==> src/rtl/conv_tile_ctrl.sv <==
// conv_tile_ctrl
//
// Sequencer for the Tn-lane MAC/reduction datapath. For one layer tile it walks
// the convolution loop nest and emits one beat per step. The nest, outermost
// first, is: output channel, output row, output column, input-channel group of
// Tn_p lanes, kernel row, kernel column. The block does no arithmetic on
// feature-map data; it only produces indices, a lane mask and first/last flags.
//
// Ports
//   clk_i, reset_n_i     clock and synchronous active-low reset
//   start_i              start a tile; only looked at while idle
//   n_i/m_i/r_i/c_i/k_i  input chans, output chans, out rows, out cols, kernel
//                        size; captured when a start is accepted
//   busy_o               high while beats are being produced
//   done_o               one-cycle completion pulse
//   err_o                qualifies done_o: the captured config had a zero dim
//   beat_v_o             beat valid
//   beat_ready_i         consumer accepts the current beat
//   och_o .. kc_o        loop indices of the current beat
//   lane_mask_o          bit l set iff ch_base_o + l < n
//   first_o              first beat of an output pixel (accumulator init)
//   last_o               last beat of an output pixel (accumulator commit)
//
// Every output is a register or a decode of registers only; beat_ready_i
// reaches state, never an output directly.

module conv_tile_ctrl #(
  parameter int unsigned Tn_p    = 1,
  parameter int unsigned DIM_W_p = 8
) (
  input  logic               clk_i,
  input  logic               reset_n_i,
  input  logic               start_i,
  input  logic [DIM_W_p-1:0] n_i,
  input  logic [DIM_W_p-1:0] m_i,
  input  logic [DIM_W_p-1:0] r_i,
  input  logic [DIM_W_p-1:0] c_i,
  input  logic [DIM_W_p-1:0] k_i,
  output logic               busy_o,
  output logic               done_o,
  output logic               err_o,
  output logic               beat_v_o,
  input  logic               beat_ready_i,
  output logic [DIM_W_p-1:0] och_o,
  output logic [DIM_W_p-1:0] row_o,
  output logic [DIM_W_p-1:0] col_o,
  output logic [DIM_W_p-1:0] ch_base_o,
  output logic [DIM_W_p-1:0] kr_o,
  output logic [DIM_W_p-1:0] kc_o,
  output logic [Tn_p-1:0]    lane_mask_o,
  output logic               first_o,
  output logic               last_o
);

  // Channel-group arithmetic uses one extra bit so ch_base + Tn_p cannot wrap
  // when n is close to 2^DIM_W_p.
  localparam int unsigned ExtW = DIM_W_p + 1;

  typedef logic [DIM_W_p-1:0] dim_t;
  typedef logic [ExtW-1:0]    ext_t;

  localparam dim_t DimOne = dim_t'(1);
  localparam ext_t TnExt  = ext_t'(Tn_p);

  typedef enum logic [1:0] {
    StIdle,
    StRun,
    StDone
  } state_e;

  state_e state_q;
  logic   err_q;

  // Captured tile configuration.
  dim_t n_q, m_q, r_q, c_q, k_q;

  // Loop counters; they are the beat payload.
  dim_t och_q, row_q, col_q, chb_q, kr_q, kc_q;

  logic run;
  logic cfg_zero;
  ext_t ch_next_ext;
  logic kc_wrap, kr_wrap, ch_wrap, col_wrap, row_wrap, och_wrap;
  logic final_beat;

  // Counter wrap decode and config check
  always_comb begin
    run         = (state_q == StRun);
    cfg_zero    = (n_i == '0) || (m_i == '0) || (r_i == '0) || (c_i == '0) || (k_i == '0);
    ch_next_ext = ext_t'(chb_q) + TnExt;

    kc_wrap  = (kc_q  == k_q - DimOne);
    kr_wrap  = (kr_q  == k_q - DimOne);
    ch_wrap  = (ch_next_ext >= ext_t'(n_q));
    col_wrap = (col_q == c_q - DimOne);
    row_wrap = (row_q == r_q - DimOne);
    och_wrap = (och_q == m_q - DimOne);

    final_beat = kc_wrap && kr_wrap && ch_wrap && col_wrap && row_wrap && och_wrap;
  end

  // Outputs: decoded from registered state only
  always_comb begin
    busy_o    = run;
    beat_v_o  = run;
    done_o    = (state_q == StDone);
    err_o     = (state_q == StDone) && err_q;
    och_o     = och_q;
    row_o     = row_q;
    col_o     = col_q;
    ch_base_o = chb_q;
    kr_o      = kr_q;
    kc_o      = kc_q;
    // Flags and mask are gated so they read 0 outside RUN (the index reset
    // values would otherwise decode as a first beat).
    first_o   = run && (chb_q == '0) && (kr_q == '0) && (kc_q == '0);
    last_o    = run && ch_wrap && kr_wrap && kc_wrap;
  end

  always_comb begin
    lane_mask_o = '0;
    for (int unsigned l = 0; l < Tn_p; l++) begin
      lane_mask_o[l] = run && ((ext_t'(chb_q) + ext_t'(l)) < ext_t'(n_q));
    end
  end

  // Controller FSM and odometer
  always_ff @(posedge clk_i) begin
    if (!reset_n_i) begin
      state_q <= StIdle;
      err_q   <= 1'b0;
      n_q     <= '0;
      m_q     <= '0;
      r_q     <= '0;
      c_q     <= '0;
      k_q     <= '0;
      och_q   <= '0;
      row_q   <= '0;
      col_q   <= '0;
      chb_q   <= '0;
      kr_q    <= '0;
      kc_q    <= '0;
    end else begin
      unique case (state_q)
        StIdle: begin
          if (start_i) begin
            n_q   <= n_i;
            m_q   <= m_i;
            r_q   <= r_i;
            c_q   <= c_i;
            k_q   <= k_i;
            och_q <= '0;
            row_q <= '0;
            col_q <= '0;
            chb_q <= '0;
            kr_q  <= '0;
            kc_q  <= '0;
            if (cfg_zero) begin
              err_q   <= 1'b1;
              state_q <= StDone;
            end else begin
              err_q   <= 1'b0;
              state_q <= StRun;
            end
          end
        end

        StRun: begin
          if (beat_ready_i) begin
            // On the final beat every counter wraps, so indices land back on
            // zero for free as the FSM moves to DONE.
            if (final_beat) begin
              state_q <= StDone;
            end
            if (!kc_wrap) begin
              kc_q <= kc_q + DimOne;
            end else begin
              kc_q <= '0;
              if (!kr_wrap) begin
                kr_q <= kr_q + DimOne;
              end else begin
                kr_q <= '0;
                if (!ch_wrap) begin
                  chb_q <= ch_next_ext[DIM_W_p-1:0];
                end else begin
                  chb_q <= '0;
                  if (!col_wrap) begin
                    col_q <= col_q + DimOne;
                  end else begin
                    col_q <= '0;
                    if (!row_wrap) begin
                      row_q <= row_q + DimOne;
                    end else begin
                      row_q <= '0;
                      och_q <= och_wrap ? '0 : och_q + DimOne;
                    end
                  end
                end
              end
            end
          end
        end

        StDone: begin
          err_q   <= 1'b0;
          state_q <= StIdle;
        end

        default: state_q <= StIdle;
      endcase
    end
  end

endmodule
==> config.mk <==
export PLATFORM = sky130hd
export DESIGN_NAME = conv_tile_ctrl
export DESIGN_NICKNAME = d
export VERILOG_FILES = /design/src/rtl/conv_tile_ctrl.sv
export SDC_FILE = /design/constraint.sdc
export NUM_CORES = 1
export LEC_CHECK = 0
export CAP_MARGIN = 30
export CELL_PAD_IN_SITES_DETAIL_PLACEMENT = 2
export CELL_PAD_IN_SITES_GLOBAL_PLACEMENT = 2
export CORE_ASPECT_RATIO = 0.6
export CORE_MARGIN = 2
export CORE_UTILIZATION = 28
export DETAILED_ROUTE_END_ITERATION = 10
export GPL_TIMING_DRIVEN = 0
export PLACE_DENSITY = 0.79
export SKIP_CTS_REPAIR_TIMING = 1
export SLEW_MARGIN = 20
export SYNTH_ARGS = -nofsm -noshare
export SYNTH_HDL_FRONTEND = slang
export SYNTH_SLANG_ARGS = --single-unit
==> constraint.sdc <==
create_clock -name clk_i -period 3.18 [get_ports clk_i]
set_clock_uncertainty 0.1 [all_clocks]
set_input_delay 0.636 -clock clk_i [delete_from_list [all_inputs] [get_ports clk_i]]
set_output_delay 0.636 -clock clk_i [all_outputs]
set_load 0.03 [all_outputs]
Word-level counts from Yosys, hierarchy flattened
Cells that the tools add are included.

word-level totals
  logic and storage cells = 119
  flip-flop bits (word level) = 91
  output and inout port bits = 55
  input bits = 44

cells by class
  equality and inequality tests = 15
  reductions and logical operators = 37
  $lt $le $gt $ge = 2
  add/subtract/negate cells = 10
  mux-type cells = 42

operators with widths
  operator             count
  $mux 8               28
  $pmux 8 s2           6
  $logic_not 8->1      8
  $add 8x1->8 const B  5
  $eq 8x8->1           5
  $sub 8x1->8 const B  4
  $logic_and 1x1->1    13
  $ne 2x1->1 const B   6
  $add 8x1->9 const B  1
  $ge 9x8->1           1
  $lt 8x8->1           1
  $mux 2               4
  $reduce_and 8->1     1
  $reduce_and 7->1     1
  $reduce_and 3->1     2
  $reduce_and 6->1     1
  $reduce_and 5->1     1
  $logic_or 1x1->1     4
  $ne 2x2->1 const B   2
  $pmux 2 s2           1
  $reduce_and 2->1     2
  $reduce_and 4->1     1
  $reduce_bool 2->1    2
  $eq 2x1->1 const B   1
  other kinds (4)      5

Depth between registers and ports, before layout
  word-level depth = 10
  mapped depth = 13
  gate-level depth less buffers = 12

Least setup slack after synthesis
Ideal clock, no wire load.

  kind = register to register
  start = register chb_q[1] (netlist: ch_base_o[1])
  end = register col_q[1] (netlist: col_o[1])
  cell stages (with the launch flop) = 14
  setup slack = -307 ps
  arrival time = 3,272 ps
  data required time = 2,965 ps
  period minus slack after synthesis = 3,487 ps
  path buffers = 2
  library setup time = 115 ps
  cells stage by stage = dfxtp_1 ha_1 nand3_1 or2_2 xnor2_1 ha_1 a21oi_1 o221ai_1 a21oi_1 and2_1 clkbuf_1 clkbuf_1 nor3_1 o21a_1

on the way
  longest elaborated chain between the ends = 4

RTL lines
  element                            RTL line  source
  start, declared                    78        dim_t och_q, row_q, col_q, chb_q, kr_q, kc_q;
  start signal, assigned             184       chb_q <= ch_next_ext[DIM_W_p-1:0];
  $add 8x1->9                        90        ch_next_ext = ext_t'(chb_q) + TnExt;
  $ge 9x8->1                         94        ch_wrap = (ch_next_ext >= ext_t'(n_q));
  $ne 2x1->1 (no source line)        -
  $reduce_and 6->1 (no source line)  -
  end signal, assigned               188       col_q <= col_q + DimOne;
  end, declared                      78

No other way between the ends.
A chain may end at the register's enable or synchronous reset.

Worst setup path in the final report
  start = register k_q[3]
  end = output last_o

on the way
  longest elaborated chain between the ends = 4
  elaborated cells between the ends (all ways) = 5
  classes of those cells = add/sub: 1; eq/ne: 2; reduce/logical: 2

RTL lines
  element                 RTL line  source
  start, declared         75        dim_t n_q, m_q, r_q, c_q, k_q;
  start signal, assigned  151       k_q <= k_i;
  $sub 8x1->8 (*)         92, 93
  $eq 8x8->1              93        kr_wrap = (kr_q == k_q - DimOne);
  $logic_and 1x1->1       117       last_o = run && ch_wrap && kr_wrap && kc_wrap;
  $logic_and 1x1->1 (*)   117
  end, declared           52        output logic last_o

Every way passes the cells marked *; elsewhere a longest branch is shown, timed or not.

==> results.py <==
metrics = {
    "timing": {
        "maxSlewViolCount": 0,
        "finalHoldViolCount": 0,
        "fmax_mhz": 280,
        "setup_tns_ps": -2510,
        "rsz0062_at_grt": "yes",
        "slew_headroom_pct": 46.5,
        "setup_viol_count_final": 17,
        "min_period_over_period_pct": 112,
        "period_minus_slack_ps": 3570,
        "setup_ws_ps": -386,
        "worst_pin_slew_ps": 802,
    },
    "layout": {
        "area_growth_pct": 37.8,
        "nFillCells": 2280,
        "drive_gt1_share_pct": 14.6,
        "seq_area_mm2": 0.00184,
        "multi_input_comb_area_mm2": 0.00398,
        "antenna_cells": 0,
        "fin_nets": 958,
    },
    "global_route": {
        "grt_first_pass_wirelength_um": 37100,
        "overflow": 0,
        "antenna_found_initial": 0,
        "grt_max_degree": 16,
        "grt_util_all_layers_pct": 21.8,
        "grt_pass1_vias": 6396,
    },
    "worst_setup_path": {
        "startpoint_type": "flip-flop",
        "rr_startpoint": "k_q[3]",
        "critPathMaxStageDelay_ps": 570,
        "r2r_setup_slack_ps": -280,
        "worstPathArrival_ps": 2830,
        "cp_slowest_cell": "or4_4",
        "crit_required_ps": 2440,
        "cp_max_fo": 5,
        "crit_cells": 8,
        "crit_chain": "buf_8 -> or4_4 -> o21a_1 -> or4b_4 -> and3_4 -> nor3_4 -> and3_4 -> buf_6",
        "path_delay_family": "simple AND/OR/NAND/NOR gates",
        "cp-startpoint": "k_q[3]",
        "reg2reg_depth": 10,
        "crit_end": "last_o",
        "path_common_cell": "and3_4",
        "crit_type": "reg -> out",
        "path_buf_inv": 2,
        "r2r-end": "och_o[3]",
        "endpoint_kind": "output port",
    },
    "routing": {
        "wirelength_um": 24400,
        "drtPass1Iterations": 5,
        "post-route-drc-count": 0,
        "wl_per_cell_um": 21.0,
        "initialDrtViolationCount": 304,
        "num_vias": 6237,
        "viasPerCell": 5.36,
        "antenna_left": 0,
    },
    "die": {
        "core_area_mm2": 0.0203,
        "dieArea_mm2": 0.0221,
        "die_width_um": 191,
        "io_pins": 99,
        "start_util_pct": 28.9,
        "fp-row-count": 40,
        "die_y_um": 116,
    },
    "place": {
        "port_buffers": 97,
        "hpwl_um": 17800,
        "place.gp.congestion": 0.801,
    },
    "yosys": {
        "yosysTopAreaCellShare_pct": 31.1,
        "synthFlopType": "dfxtp_1",
        "postSynthAreaPerCell_um2": 7.75,
        "synth_area_leaders": "dfxtp_1 (31%), nand2_1 (7.8%), ha_1 (6.2%)",
        "yosys-top-cells-count": "nand2_1 (122), dfxtp_1 (91), a21oi_1 (63), nor2_1 (61), xnor2_1 (38)",
        "syn_nets": 829,
        "synthArstFlopShare_pct": 0,
        "ys_seq_area_share_pct": 31.1,
        "ys_seq_elements": 91,
        "synth_area_leader_cell": "dfxtp_1",
        "synth-edff-count": 0,
        "synth_most_common_cell": "nand2_1",
        "netlist-cell-type-count": 69,
        "yosysWarnings": 0,
        "netlist_instances": 756,
        "syn_area_mm2": 0.00586,
    },
    "run": {
        "maxCapViolations": 0,
    },
    "run_status": {
        "violations": "setup timing",
        "status": "finished, violations left",
    },
    "pwr": {
        "max-vdd-ir-drop_uv": 260,
        "power_mw": 3.43,
        "power_density_mw_per_mm2": 424,
        "p_leak_nw": 2.94,
    },
    "clock_network": {
        "cts.reportedPaths.clkPinSlew_ps": 80,
        "htreeDepth": 3,
        "cts_buffer_depth": 2,
        "clock-sinks": 91,
        "cts_tree": "built",
        "cts_root_buffer": "clkbuf_16",
        "insertion_delay_ps": 360,
        "cts_buffers": 9,
    },
    "min_path": {
        "worstHoldPathType": "reg -> reg",
        "hold_depth": 2,
    },
}
[where the power goes]
part / switching (mW) / internal [mW]
Clock: 0.525 / 0.853
Sequential: 0.0611 / 1.18
Combinational: 0.455 / 0.353
[sequential cells by signal, summed over array words and instances, names as in the netlist]
name / count
k_q: 8
kr_o: 8
m_q: 8
ch_base_o: 8
col_o: 8
n_q: 8
c_q: 8
och_o: 8
r_q: 8
kc_o: 8
state_q: 2
err_q: 1
row_o: 8
[worst min path at each step]
stage | from | slack (ps) | to
after detailed placement | n_q[4] | 350 | n_q[4]
after CTS | n_q[3] | 360 | n_q[3]
final | n_q[5] | 360 | n_q[5]
after floorplan | n_q[1] | 340 | n_q[1]
after global routing | n_q[5] | 390 | n_q[5]
after global placement | n_q[2] | 340 | n_q[2]
[cells in the final DEF (no fill, tap or decap), types with 24 or more instances in the layout]
master / count
inv_1: 32
dfxtp_1: 83
xor2_1: 24
nand2_1: 119
xnor2_1: 37
ha_1: 26
a21oi_1: 58
nor2_1: 56
clkdlybuf4s50_1: 94
[worst register-to-register path: cells and delay by family, from the launching register on]
kind	cells	cell delay, ps
AND/OR/NAND/NOR	5	2100
AO/OA/AOI/OAI	3	600
flip-flops	1	330
buffers and inverters	2	250
[cell type report]
cell class,instances,area share (%)
clock inverters,6,1.69
multi-input cells,591,49.3
plain buffers,38,3.10
well taps,273,4.23
flip-flops and latches,91,22.8
repair buffers,120,14.4
clock buffers,10,2.84
inverters,34,1.63
[routing by layer]
metal	wire, um	up-vias	share of wire (%)	track usage [%]
met2	10400	156	43	32.7
met3	1140	16	4.7	3.91
li1	-	2939	-	-
met1	12600	3126	52	32.5
met5	0	-	0	0
met4	219	0	0.90	4.03
[per-stage QoR]
| stage | setup slack, ps | instance area [um2] | utilization (%) | hold slack (ps) | instances |
|---|---|---|---|---|---|
| floorplan | 27.2 | 5880 | - | 336 | 756 |
| global placement | -703 | 7190 | 35.5 | 343 | 1126 |
| global route | -480 | 8080 | 39.8 | 386 | 1163 |
| CTS | -1190 | 7560 | 37.3 | 362 | 1142 |
| detailed placement | -786 | 7190 | 35.5 | 351 | 1126 |
| finish | -386 | 8080 | 39.8 | 360 | 1163 |
[logic make-up after synthesis]
logic type | synth area share [%]
fa+ha+maj | 6.19
flops | 31.1
simple gates | 29.7
buf+inv | 5.81
compound gates | 17.7
xor+xnor | 9.27
mux | 0.342
Power figures use the tool's default switching activity.
